===== config.mk =====
export PLATFORM = sky130hd
export DESIGN_NAME = hyb_result_pager
export DESIGN_NICKNAME = d
export VERILOG_FILES = /design/src/rtl/hyb_result_pager.sv
export SDC_FILE = /design/constraint.sdc
export NUM_CORES = 1
export LEC_CHECK = 0
export BUFFER_PORTS_ARGS = -buffer_cell sky130_fd_sc_hd__buf_2
export CORE_ASPECT_RATIO = 2
export CORE_MARGIN = 10
export CORE_UTILIZATION = 43
export CTS_BUF_LIST = sky130_fd_sc_hd__clkbuf_8
export DETAILED_ROUTE_END_ITERATION = 6
export SLEW_MARGIN = 20
export SYNTH_ARGS = -nofsm -noshare
export SYNTH_HDL_FRONTEND = slang
export SYNTH_SLANG_ARGS = --single-unit

===== constraint.sdc =====
create_clock -name clk -period 6.55 [get_ports clk]
set_clock_uncertainty 0.05 [all_clocks]
set_input_delay 0.3275 -clock clk [delete_from_list [all_inputs] [get_ports clk]]
set_output_delay 0.3275 -clock clk [all_outputs]
set_load 0.005 [all_outputs]

===== src/rtl/hyb_result_pager.sv =====
// rtl/hyb_result_pager.sv - pages a captured result word across a scanned seven-segment display
// Optional build macro HYB_PAGER_BANNER_EN: show dashes on every digit while no result is held.
module hyb_result_pager #(
  parameter int DATA_W      = 128,
  parameter int DIGITS      = 8,
  parameter int SCAN_DIV    = 50000,
  parameter int AUTO_FRAMES = 0,
  localparam int PAGES      = DATA_W / (4 * DIGITS),
  localparam int PW         = (PAGES > 1) ? $clog2(PAGES) : 1
) (
  input  logic              clk,
  input  logic              rst,
  input  logic              in_valid,
  output logic              in_ready,
  input  logic [DATA_W-1:0] in_data,
  input  logic              disp,
  input  logic              btn_next,
  input  logic              auto_en,
  output logic [0:6]        seg,
  output logic [DIGITS-1:0] an,
  output logic [PW-1:0]     page,
  output logic              loaded
);

  localparam int CW = (SCAN_DIV > 1) ? $clog2(SCAN_DIV) : 1;
  localparam int DW = (DIGITS > 1) ? $clog2(DIGITS) : 1;
  localparam int FW = (AUTO_FRAMES > 1) ? $clog2(AUTO_FRAMES) : 1;

  typedef enum logic {IDLE, SHOW} state_t;

  state_t            state, state_nx;
  logic [CW-1:0]     dwell;
  logic [DW-1:0]     dig;
  logic [FW-1:0]     frame_cnt;
  logic [DATA_W-1:0] result;
  logic              btn_q;
  logic [0:6]        seg_nx;
  logic [DIGITS-1:0] an_nx;
  logic [DATA_W-1:0] shifted;

  logic hs, dwell_tc, wrap, btn_edge, auto_tick, advance;

  assign hs        = in_valid & in_ready;
  assign dwell_tc  = (dwell == CW'(SCAN_DIV - 1));
  assign wrap      = dwell_tc && (dig == DW'(DIGITS - 1));
  assign btn_edge  = btn_next & ~btn_q;
  assign auto_tick = (AUTO_FRAMES > 0) && wrap && (frame_cnt == FW'(AUTO_FRAMES - 1)) &&
                     auto_en && (state == SHOW);
  // A button edge and an auto tick on the same cycle collapse into one advance.
  assign advance   = (btn_edge | auto_tick) && (state == SHOW) && (PAGES > 1);

  function automatic logic [0:6] glyph(input logic [3:0] n);
    case (n)
      4'h0: glyph = 7'b0000001;
      4'h1: glyph = 7'b1001111;
      4'h2: glyph = 7'b0010010;
      4'h3: glyph = 7'b0000110;
      4'h4: glyph = 7'b1001100;
      4'h5: glyph = 7'b0100100;
      4'h6: glyph = 7'b0100000;
      4'h7: glyph = 7'b0001111;
      4'h8: glyph = 7'b0000000;
      4'h9: glyph = 7'b0000100;
      4'hA: glyph = 7'b0001000;
      4'hB: glyph = 7'b1100000;
      4'hC: glyph = 7'b0110001;
      4'hD: glyph = 7'b1000010;
      4'hE: glyph = 7'b0110000;
      default: glyph = 7'b0111000;
    endcase
  endfunction

  always_ff @(posedge clk or posedge rst) begin
    if (rst) state <= IDLE;
    else     state <= state_nx;
  end

  always_comb begin
    state_nx = state;
    an_nx    = '1;
    seg_nx   = 7'b1111111;
    shifted  = result >> (4 * (int'(page) * DIGITS + int'(dig)));
    if (hs) state_nx = SHOW;
    if (state == SHOW && disp) begin
      an_nx  = ~(DIGITS'(1) << dig);
      seg_nx = glyph(shifted[3:0]);
    end
`ifdef HYB_PAGER_BANNER_EN
    else if (state == IDLE && disp) begin
      an_nx  = ~(DIGITS'(1) << dig);
      seg_nx = 7'b1111110;
    end
`else
`endif
  end

  always_ff @(posedge clk or posedge rst) begin
    if (rst) begin
      in_ready  <= 1'b0;
      loaded    <= 1'b0;
      page      <= '0;
      seg       <= 7'b1111111;
      an        <= '1;
      dwell     <= '0;
      dig       <= '0;
      frame_cnt <= '0;
      btn_q     <= 1'b0;
      result    <= '0;
    end else begin
      in_ready <= 1'b1;
      btn_q    <= btn_next;
      seg      <= seg_nx;
      an       <= an_nx;

      // The scan keeps running in every state so the dwell phase never jumps.
      if (dwell_tc) begin
        dwell <= '0;
        dig   <= (dig == DW'(DIGITS - 1)) ? '0 : dig + 1'b1;
      end else begin
        dwell <= dwell + 1'b1;
      end

      if (hs || (btn_edge && state == SHOW)) begin
        frame_cnt <= '0;
      end else if (wrap) begin
        frame_cnt <= (frame_cnt == FW'(AUTO_FRAMES - 1)) ? '0 : frame_cnt + 1'b1;
      end

      if (hs) begin
        page   <= '0;
        result <= in_data;
        loaded <= 1'b1;
      end else if (advance) begin
        page <= (page == PW'(PAGES - 1)) ? '0 : page + 1'b1;
      end
    end
  end

endmodule


==> metrics.md <==
| Metric | Value |
|---|---|
| CTS resizes | `0` |
| Filler cell count | `1586` |
| Hold Crit Class | `input pin to async pin` |
| H-tree depth | `4` |
| Headroom to the max-slew limit | `0.356` |
| CP endpoint | `seg[3]` |
| Post-synth EDFFs | `0` |
| Clock latency on the worst-skew pair | `~0.47 ns` |
| CTS tree | `built` |
| Met3 Usage GRT | `0.0387` |
| Cell taking the most area after synthesis | `dfrtp_1` |
| Largest net degree at the start of global routing | `between 100 and 150` |
| Mapped Cells | `approximately 550` |
| Setup Viol. Count Final | `0` |
| Final Instance Area | `0.00907 mm2` |
| RD Place Congestion | `about 0.81` |
| Final hold violation count | `0` |
| CP most frequent cell | `inv_1` |
| Grt ovf | `0` |
| Site Rows | `around 70` |
| Endpoint class of the critical path | `flip-flop` |
| Register area share after synthesis | `0.539` |
| Routed WL | `approximately 19 mm` |
| Least-Margin Pin Slew | `just under 1 ns` |
| FF/Latch Area | `0.00420 mm2` |
| Root buffer cell | `clkbuf_8` |
| Setup slack, reg-to-reg | `3.14 ns` |
| Status | `complete, no violations` |
| Met2 Use GR | `0.304` |
| DIE WIDTH | `around 120 um` |
| CTS max path bufs | `2` |
| Initial Util | `0.438` |
| Layout cells sized above 1 | `0.497` |
| CP Class | `flip-flop to flip-flop` |
| Main synth FF type | `dfrtp_1` |
| CP delay by family, top | `buffers and inverters` |
| DRT iter0 DRCs | `about 190` |
| Multi-input logic area | `roughly 0.0034 mm2` |
| CP max FO | `34` |
| CTS clk-pin slew, worst paths | `0.09 ns` |
| ANT nets after route | `0` |
| GRT met1 Usage | `0.157` |
| Most common cell in the synthesized netlist | `dfrtp_1` |
| Num CTS Buffers | `17` |
| WP data required | `6.87 ns` |
| Top Ports | `153` |
| WP data arrival | `3.73 ns` |
| MaxCap Viol Count | `0` |
| Crit path buf inv count | `3` |
| CP Launch Type | `flip-flop` |
| DRC | `0` |
| Tot GR Track Use | `0.161` |
| CTS sink count | `167` |
| Critical-path cell list | `buf_4 -> mux4_1 -> o22ai_1 -> or4_1 -> inv_1 -> ha_1 -> inv_1 -> mux2_2 -> a32oi_1` |
| Distinct cells, synth | `51` |
| Vias per Instance | `5.43` |
| R2R depth | `9` |
| Mapped Area | `0.00778 mm2` |
| Final min period | `roughly 3.4 ns` |
| Pwr Density | `270 mW/mm2` |
| Final Max Slew Viols | `0` |
| #FFs+latches synth | `167` |
| Final Cycle Share | `0.521` |
| Layer with the highest usage | `met2` |
| Synthesized Nets | `701` |
| Placed cell areas | `0.00863 mm2` |
| Leak Pwr | `~4 nW` |
| F_max | `slightly below 300 MHz` |
| Worst vdd ir | `~0.15 mV` |
| Via count | `4998` |
| Avg Cell Area, Syn | `roughly 14 um2` |
| Wire per inst | `roughly 21 um` |
| RR Endpoint | `seg[3]` |
| Initial antenna violation count | `0` |
| Crit path launch | `dig[1]` |
| Port bufs | `151` |
| Post-synth top area share | `0.489` |
| Die Footprint | `roughly 0.024 mm2` |
| Drt first pass iters | `4` |
| Die Y | `between 200 and 250 um` |
| CP max-delay cell | `or4_1` |
| Hpwl dp | `between 10 and 15 mm` |
| Async SR Flop Fraction | `1.00` |
| First-pass GRT wire length | `between 20 and 30 mm` |
| Reg2reg start | `dig[1]` |
| Setup TNS | `0 ns` |
| Synth top area cells | `dfrtp_1 49%, mux2_2 19%, mux4_1 5.4%` |
| Unrepaired setup endpoints after global routing | `false` |
| Max stage delay on crit path | `between 0.6 and 0.7 ns` |
| Layout Nets | `between 800 and 900` |
| Area Growth Syn to Fin | `16.5%` |
| Post-synth top cells | `152 x dfrtp_1, 130 x mux2_2, 31 x nand2_1, 26 x mux2i_1, 20 x nor2_1` |
| Core area | `~0.018 mm2` |
| Crit path depth | `9` |
| Vias in the first global route | `about 5700` |
| Yosys warns | `0` |
| # diodes | `0` |
-- layer usage --
layer | vias up | routed length, um
li1 | 2295 | -
met1 | 2546 | 6700
met2 | 129 | 11300
met3 | 28 | 855
met4 | 0 | 520
met5 | - | 0
-- worst reg2reg max path, cell delays in order (launching register included) --
cell and delay (ns):
dfrtp_2 0.66, buf_4 0.58, mux4_1 0.28, o22ai_1 0.09
or4_1 0.69, inv_1 0.15, ha_1 0.24, inv_1 0.08
mux2_2 0.28, a32oi_1 0.22
-- layout make-up --
class	instances	area share
clock buffer	19	0.0288
clock inverter	13	0.0177
inverter	8	0.00386
multi-input combinational	346	0.370
sequential	167	0.463
tap	213	0.0294
timing repair buffer	155	0.0869
-- state kept, by name (all words and copies together) (netlist names) --
name	count
dwell	16
dig	3
page	2
state	1
in_ready	1
result	128
btn_q	1
seg	7
an	8
-- what timing repair did --
item,in CTS,in global routing
setup buffers,0,0
hold buffers,1,0
endpoints found under the hold margin,1,0
-- logic make-up (layout without fill, tap and decap cells) --
kind of cell | Yosys count | count (layout) | share of synthesized area
adder cells (fa/ha/maj) | 14 | 14 | 0.0225
buffers and inverters | 40 | 195 | 0.0307
flip-flops | 167 | 167 | 0.539
XOR/XNOR | 13 | 13 | 0.0146
multiplexers | 176 | 176 | 0.287
AND/OR/NAND/NOR | 96 | 96 | 0.0617
other | 1 | 1 | 0.000482
AO/OA/AOI/OAI | 46 | 46 | 0.0436
-- worst min path at each step --
stage,start,depth (start not counted),to
2_1_floorplan,btn_next,0,btn_q
3_3_place_gp,btn_next,1,btn_q
3_5_place_dp,btn_next,1,btn_q
4_1_cts,in_data[91],2,result[91]
5_1_grt,in_data[90],2,result[90]
6_report,rst,2,result[115]
-- power by group --
| part | internal [mW] | switching, mW |
|---|---|---|
| registers | 1.17 | 0.0685 |
| clock network | 0.373 | 0.404 |
| logic | 0.222 | 0.203 |
-- stage by stage --
step | total power, mW | setup slack [ns] | utilization | std cells | hold WS (ns)
final | 2.44 | 3.14 | 0.510 | 921 | 0.00501
after global routing | 2.57 | 2.95 | 0.510 | 921 | 0.0102
after CTS | 2.48 | 3.10 | 0.510 | 921 | 0.000257
after detailed placement | 1.69 | 3.11 | 0.486 | 888 | 0.408
after global placement | 1.67 | 3.21 | 0.486 | 888 | 0.412
after floorplan | 1.54 | 1.68 | - | 553 | 0.309
-- cells in the final DEF, fill, tap and decap left out, types with 7 or more instances in the layout --
cell,count
a21oi_1,8
a22oi_1,9
buf_2,151
clkbuf_8,19
dfrtp_1,150
dfstp_2,15
ha_1,14
inv_1,7
mux2_2,130
mux2i_1,26
mux4_1,16
nand2_1,30
nand3_1,15
nor2_1,20
o22ai_1,8
xor2_1,8
No activity file was read; power rests on OpenSTA's default activity.
